===== src/rtl/noc_to_cpu_deflitizer.sv =====
// noc_to_cpu_deflitizer: reassembles HEAD/BODY/TAIL flits into one packet for the CPU side
//   clk, rst_n                  : clock, asynchronous active-low reset
//   flit_in/_valid/_ready       : NoC flit stream, type in the top two bits
//   packet_out_valid/_ready     : reassembled packet handshake
//   packet_src/dst/len/data     : header IDs, data word count, data words (word i at [i*W +: W])
//   error_pulse                 : one-cycle protocol-error indication
module noc_to_cpu_deflitizer #(
  parameter int FLIT_DATA_WIDTH = 32,
  parameter int MAX_DATA_FLITS = 8,
  localparam int LW = $clog2(MAX_DATA_FLITS + 1)
) (
  input  logic                                      clk,
  input  logic                                      rst_n,
  input  logic [FLIT_DATA_WIDTH+1:0]                flit_in,
  input  logic                                      flit_in_valid,
  output logic                                      flit_in_ready,
  output logic                                      packet_out_valid,
  input  logic                                      packet_out_ready,
  output logic [7:0]                                packet_src,
  output logic [7:0]                                packet_dst,
  output logic [LW-1:0]                             packet_len,
  output logic [MAX_DATA_FLITS*FLIT_DATA_WIDTH-1:0] packet_data,
  output logic                                      error_pulse
);
  typedef enum logic [1:0] {IDLE, COLLECT, OUTPUT, DROP} state_t;
  localparam logic [LW-1:0] MAX_LEN = LW'(MAX_DATA_FLITS);
  state_t state_q, state_d;
  logic ready_q, ready_d, valid_q, valid_d, err_q, err_d;
  logic [7:0] src_q, src_d, dst_q, dst_d;
  logic [LW-1:0] len_q, len_d;
  logic [MAX_DATA_FLITS*FLIT_DATA_WIDTH-1:0] data_q, data_d;
  logic [1:0] typ;
  logic [FLIT_DATA_WIDTH-1:0] pay;
  logic is_head;
  assign typ = flit_in[FLIT_DATA_WIDTH+1:FLIT_DATA_WIDTH];
  assign pay = flit_in[FLIT_DATA_WIDTH-1:0];
  // typ[1] marks a packet-ending flit (TAIL or HEADTAIL)
  assign is_head = typ == 2'b00 || typ == 2'b11;
  always_comb begin
    state_d = state_q;
    src_d = src_q;
    dst_d = dst_q;
    len_d = len_q;
    data_d = data_q;
    err_d = 1'b0;
    if (flit_in_valid && ready_q) begin
      if (is_head) begin
        src_d = pay[7:0];
        dst_d = pay[15:8];
        len_d = '0;
        data_d = '0;
        state_d = typ[1] ? OUTPUT : COLLECT;
        err_d = state_q == COLLECT;
      end else if (state_q == IDLE) begin
        err_d = 1'b1;
      end else if (state_q == COLLECT && len_q < MAX_LEN) begin
        data_d[int'(len_q)*FLIT_DATA_WIDTH +: FLIT_DATA_WIDTH] = pay;
        len_d = len_q + LW'(1);
        state_d = typ[1] ? OUTPUT : COLLECT;
      end else begin
        err_d = state_q == COLLECT;
        state_d = typ[1] ? IDLE : DROP;
      end
    end else if (state_q == OUTPUT && packet_out_ready) begin
      state_d = IDLE;
    end
    ready_d = state_d != OUTPUT;
    valid_d = state_d == OUTPUT;
  end
  always_ff @(posedge clk or negedge rst_n) begin
    if (!rst_n) begin
      state_q <= IDLE;
      ready_q <= 1'b0;
      valid_q <= 1'b0;
      err_q <= 1'b0;
      src_q <= '0;
      dst_q <= '0;
      len_q <= '0;
      data_q <= '0;
    end else begin
      state_q <= state_d;
      ready_q <= ready_d;
      valid_q <= valid_d;
      err_q <= err_d;
      src_q <= src_d;
      dst_q <= dst_d;
      len_q <= len_d;
      data_q <= data_d;
    end
  end
  assign flit_in_ready = ready_q;
  assign packet_out_valid = valid_q;
  assign error_pulse = err_q;
  assign packet_src = src_q;
  assign packet_dst = dst_q;
  assign packet_len = len_q;
  assign packet_data = data_q;
endmodule


===== config.mk =====
export PLATFORM = sky130hd
export DESIGN_NAME = noc_to_cpu_deflitizer
export DESIGN_NICKNAME = d
export VERILOG_FILES = /design/src/rtl/noc_to_cpu_deflitizer.sv
export SDC_FILE = /design/constraint.sdc
export NUM_CORES = 1
export LEC_CHECK = 0
export BUFFER_PORTS_ARGS = -buffer_cell sky130_fd_sc_hd__buf_2
export CAP_MARGIN = 20
export CORE_UTILIZATION = 47
export CTS_CLUSTER_DIAMETER = 50
export CTS_CLUSTER_SIZE = 16
export DETAILED_ROUTE_END_ITERATION = 8
export PLACE_DENSITY = 0.78
export SLEW_MARGIN = 20
export SYNTH_ARGS = -nofsm -noshare
export SYNTH_HDL_FRONTEND = slang
export SYNTH_SLANG_ARGS = --single-unit
export TNS_END_PERCENT = 10

===== constraint.sdc =====
create_clock -name clk -period 2.2 [get_ports clk]
set_clock_uncertainty 0.05 [all_clocks]
set_input_delay 0.22 -clock clk [delete_from_list [all_inputs] [get_ports clk]]
set_output_delay 0.22 -clock clk [all_outputs]
set_load 0.01 [all_outputs]

==> results.yml <==
timing:
  final.setup.worst_slack_ps: -37.56
  setup_viol: 32
  max_freq_mhz: 446.9
  tightest_slew_ps: 736.0
  min_period_over_period: 1.017
  relSlewSlack: 0.5082
  finalCriticalPeriod_ps: 2238
  grt_setup_unrepaired: "yes"
  final-hold-violation-count: 0
  slew_viol_final: 0
synth:
  yosysTopAreaCell: "dfrtp_1"
  synth_ff_type: "dfrtp_1"
  synth_area_leaders: "dfrtp_1 (62%), mux2i_1 (11%), a22o_1 (9.3%)"
  syn_area_per_cell_um2: 11.73
  syn_inst: 974
  syn_area_mm2: 0.01142
  synth.top_cell.area_share: 0.6156
  syn-num-nets: 1015
  ys_seq_elements: 281
  ys_types: 42
  synth_seq_area_share: 0.6156
  async_flop_share: 1.000
  synth-warning-count: 0
  synth-edff-count: 0
pwr:
  p_per_area_mw_per_mm2: 827.2
  peakVddDrop_uv: 593.7
  leakage_nw: 8.648
drt:
  firstDrtPassIters: 5
  drt-total-wl_um: 36650
  via_count: 9351
  routedWlPerCell_um: 21.97
  drc_errors: 0
  drt_iter0_markers: 802
  ant_nets: 0
  routed_via_density: 5.606
finish:
  layout.nets: 1372
  final_area_mm2: 0.01499
  syn2layout_area_growth_pct: 31.25
  final_cell_mix: "buf_2 (315), dfrtp_1 (280), nand2_1 (274)"
  antenna_cells: 0
  final_layout_size_suffix_gt1_frac: 0.3336
  fin_util: 0.6331
  final_common_cell: "buf_2"
cts:
  cts_htree_levels: 1
  cts_buffers: 28
  clk_latency_ps: 530
  tritoncts: "built"
  clk_pin_slew_worst_paths_ps: 70
  cts_max_path_buffers: 3
  cts_root_buf: "clkbuf_16"
  cts.sinks: 281
setup_path:
  critPathMaxStageDelay_ps: 390
  path_cells: "buf_6 -> inv_4 -> ha_4 -> nand2b_1 -> nor2_2 -> buf_4 -> a31oi_4 -> buf_4 -> a22o_1"
  critPathRequiredTime_ps: 2560
  cp-start-kind: "flip-flop"
  path_buf_inv: 4
  cpMostUsedCell: "buf_4"
  cp.depth: 9
  cp.arrival_ps: 2600
  path_max_fanout: 15
  critPathTopFamily: "buffers and inverters"
  r2r_cells: 9
  critPathSlowestCell: "dfrtp_2"
  worstSetupEndpointType: "flip-flop"
  crit_type: "flip-flop to flip-flop"
global_route:
  grt_pass1_vias: 9291
  grt_util_all_layers: 0.2898
  grt_pass1_wl_um: 54100
  antenna_found_initial: 0
  grt_max_degree: 74
  grt.overflow.total: 0
worst_hold_path:
  min_path_cells: 3
  hold_class: "input port to flip-flop"
floorplanning:
  die_h_um: 157.9
  die_area_mm2: 0.02493
  core_area_mm2: 0.02368
  die_x_um: 157.9
  initial_utilization: 0.4824
  pin_count: 317
  num_rows: 56
status:
  status: "finished with violations"
  violations: "negative setup slack"
place:
  place_congestion: 0.8526
  portBuffers: 316
  placed_area_mm2: 0.01355
  hpwlAfterDp_um: 23730
flow_run:
  drv_cap: 0
[stage by stage]
stage	power, mW	setup TNS (ps)	setup slack, ps	hold slack [ps]	cells
finish	12.40	-568.3	-37.56	35.22	1668
global route	12.87	-5128	-102.5	41.45	1668
CTS	12.43	-12.56	-8.470	12.27	1663
detailed placement	7.616	-3049	-125.2	137.7	1578
global placement	7.547	0	1.057	131.3	1578
floorplan	6.663	-3317	-101.4	-125.6	974
[worst min-delay path, stage by stage]
cell and delay [ps]:
buf_2 210, nand2_1 90, nand2_1 50
[path summary, 6_finish.rpt]
path                               start          endpoint  slack (ps)
max                        packet_len[0]  packet_data[195]         -40
min                          flit_in[14]     packet_dst[6]          40
max reg2reg                packet_len[0]  packet_data[195]         -40
min reg2reg                packet_dst[5]     packet_dst[5]         420
max in group asynchronous          rst_n   packet_data[69]        1200
min in group asynchronous          rst_n   packet_data[56]         160
[Yosys cell counts, types with 2 or more instances]
| master | instances |
|---|---|
| nor4_1 | 2 |
| buf_6 | 4 |
| a31oi_1 | 2 |
| mux2i_1 | 128 |
| nor2b_1 | 2 |
| nand4_1 | 4 |
| clkbuf_1 | 32 |
| o2bb2ai_1 | 8 |
| a21oi_1 | 6 |
| nand3_1 | 8 |
| inv_1 | 3 |
| nor3b_1 | 2 |
| buf_8 | 3 |
| a22o_1 | 121 |
| nor3_1 | 4 |
| buf_4 | 9 |
| nand2b_1 | 5 |
| a21oi_2 | 2 |
| dfrtp_1 | 281 |
| o21ai_0 | 3 |
| nor2_1 | 8 |
| nand2_1 | 275 |
| ha_1 | 3 |
| buf_2 | 22 |
| and3_1 | 4 |
| buf_1 | 16 |
| a211oi_1 | 2 |
[where the power goes]
part           internal (mW)  switching (mW)
Combinational          0.742            1.42
Clock                   2.62            2.14
Sequential              5.37           0.112
[metal layers]
layer,part of all wire,GRT usage,up-vias
li1,-,-,4084
met1,0.41,0.3842,4705
met2,0.47,0.4663,477
met3,0.086,0.06679,85
met4,0.036,0.1031,0
met5,0,0,-
[final cells by class]
cell class / instances / area, µm²
clock inverter: 17 / 180.2
sequential: 281 / 7033
multi-input combinational: 605 / 4058
clock buffer: 31 / 743.2
tap: 319 / 399.1
inverter: 3 / 13.76
fill: 1906 / 8690
timing repair buffer: 412 / 2566
[state kept, by name, summed over array words and instances, names as in the netlist]
signal / flops
state_q: 2
error_pulse: 1
flit_in_ready: 1
packet_dst: 8
packet_data: 256
packet_out_valid: 1
packet_src: 8
packet_len: 4
[logic make-up after synthesis]
logic type,after synthesis,synth area share
flops,281,0.6156
compound gates,147,0.1089
fa+ha+maj,3,0.003286
xor+xnor,3,0.002958
simple gates,322,0.1160
buf+inv,89,0.04020
mux,129,0.1131
[repair_timing]
item / CTS / global route
hold buffers: 34 / 0
endpoints found under the hold margin: 221 / 0
gates resized for setup: 4 / 23
gates cloned: 1 / 2
pin swaps: 2 / 6
setup endpoints to repair: 33 / 200
setup buffers: 2 / 3
(Power assumes the default switching activity.)
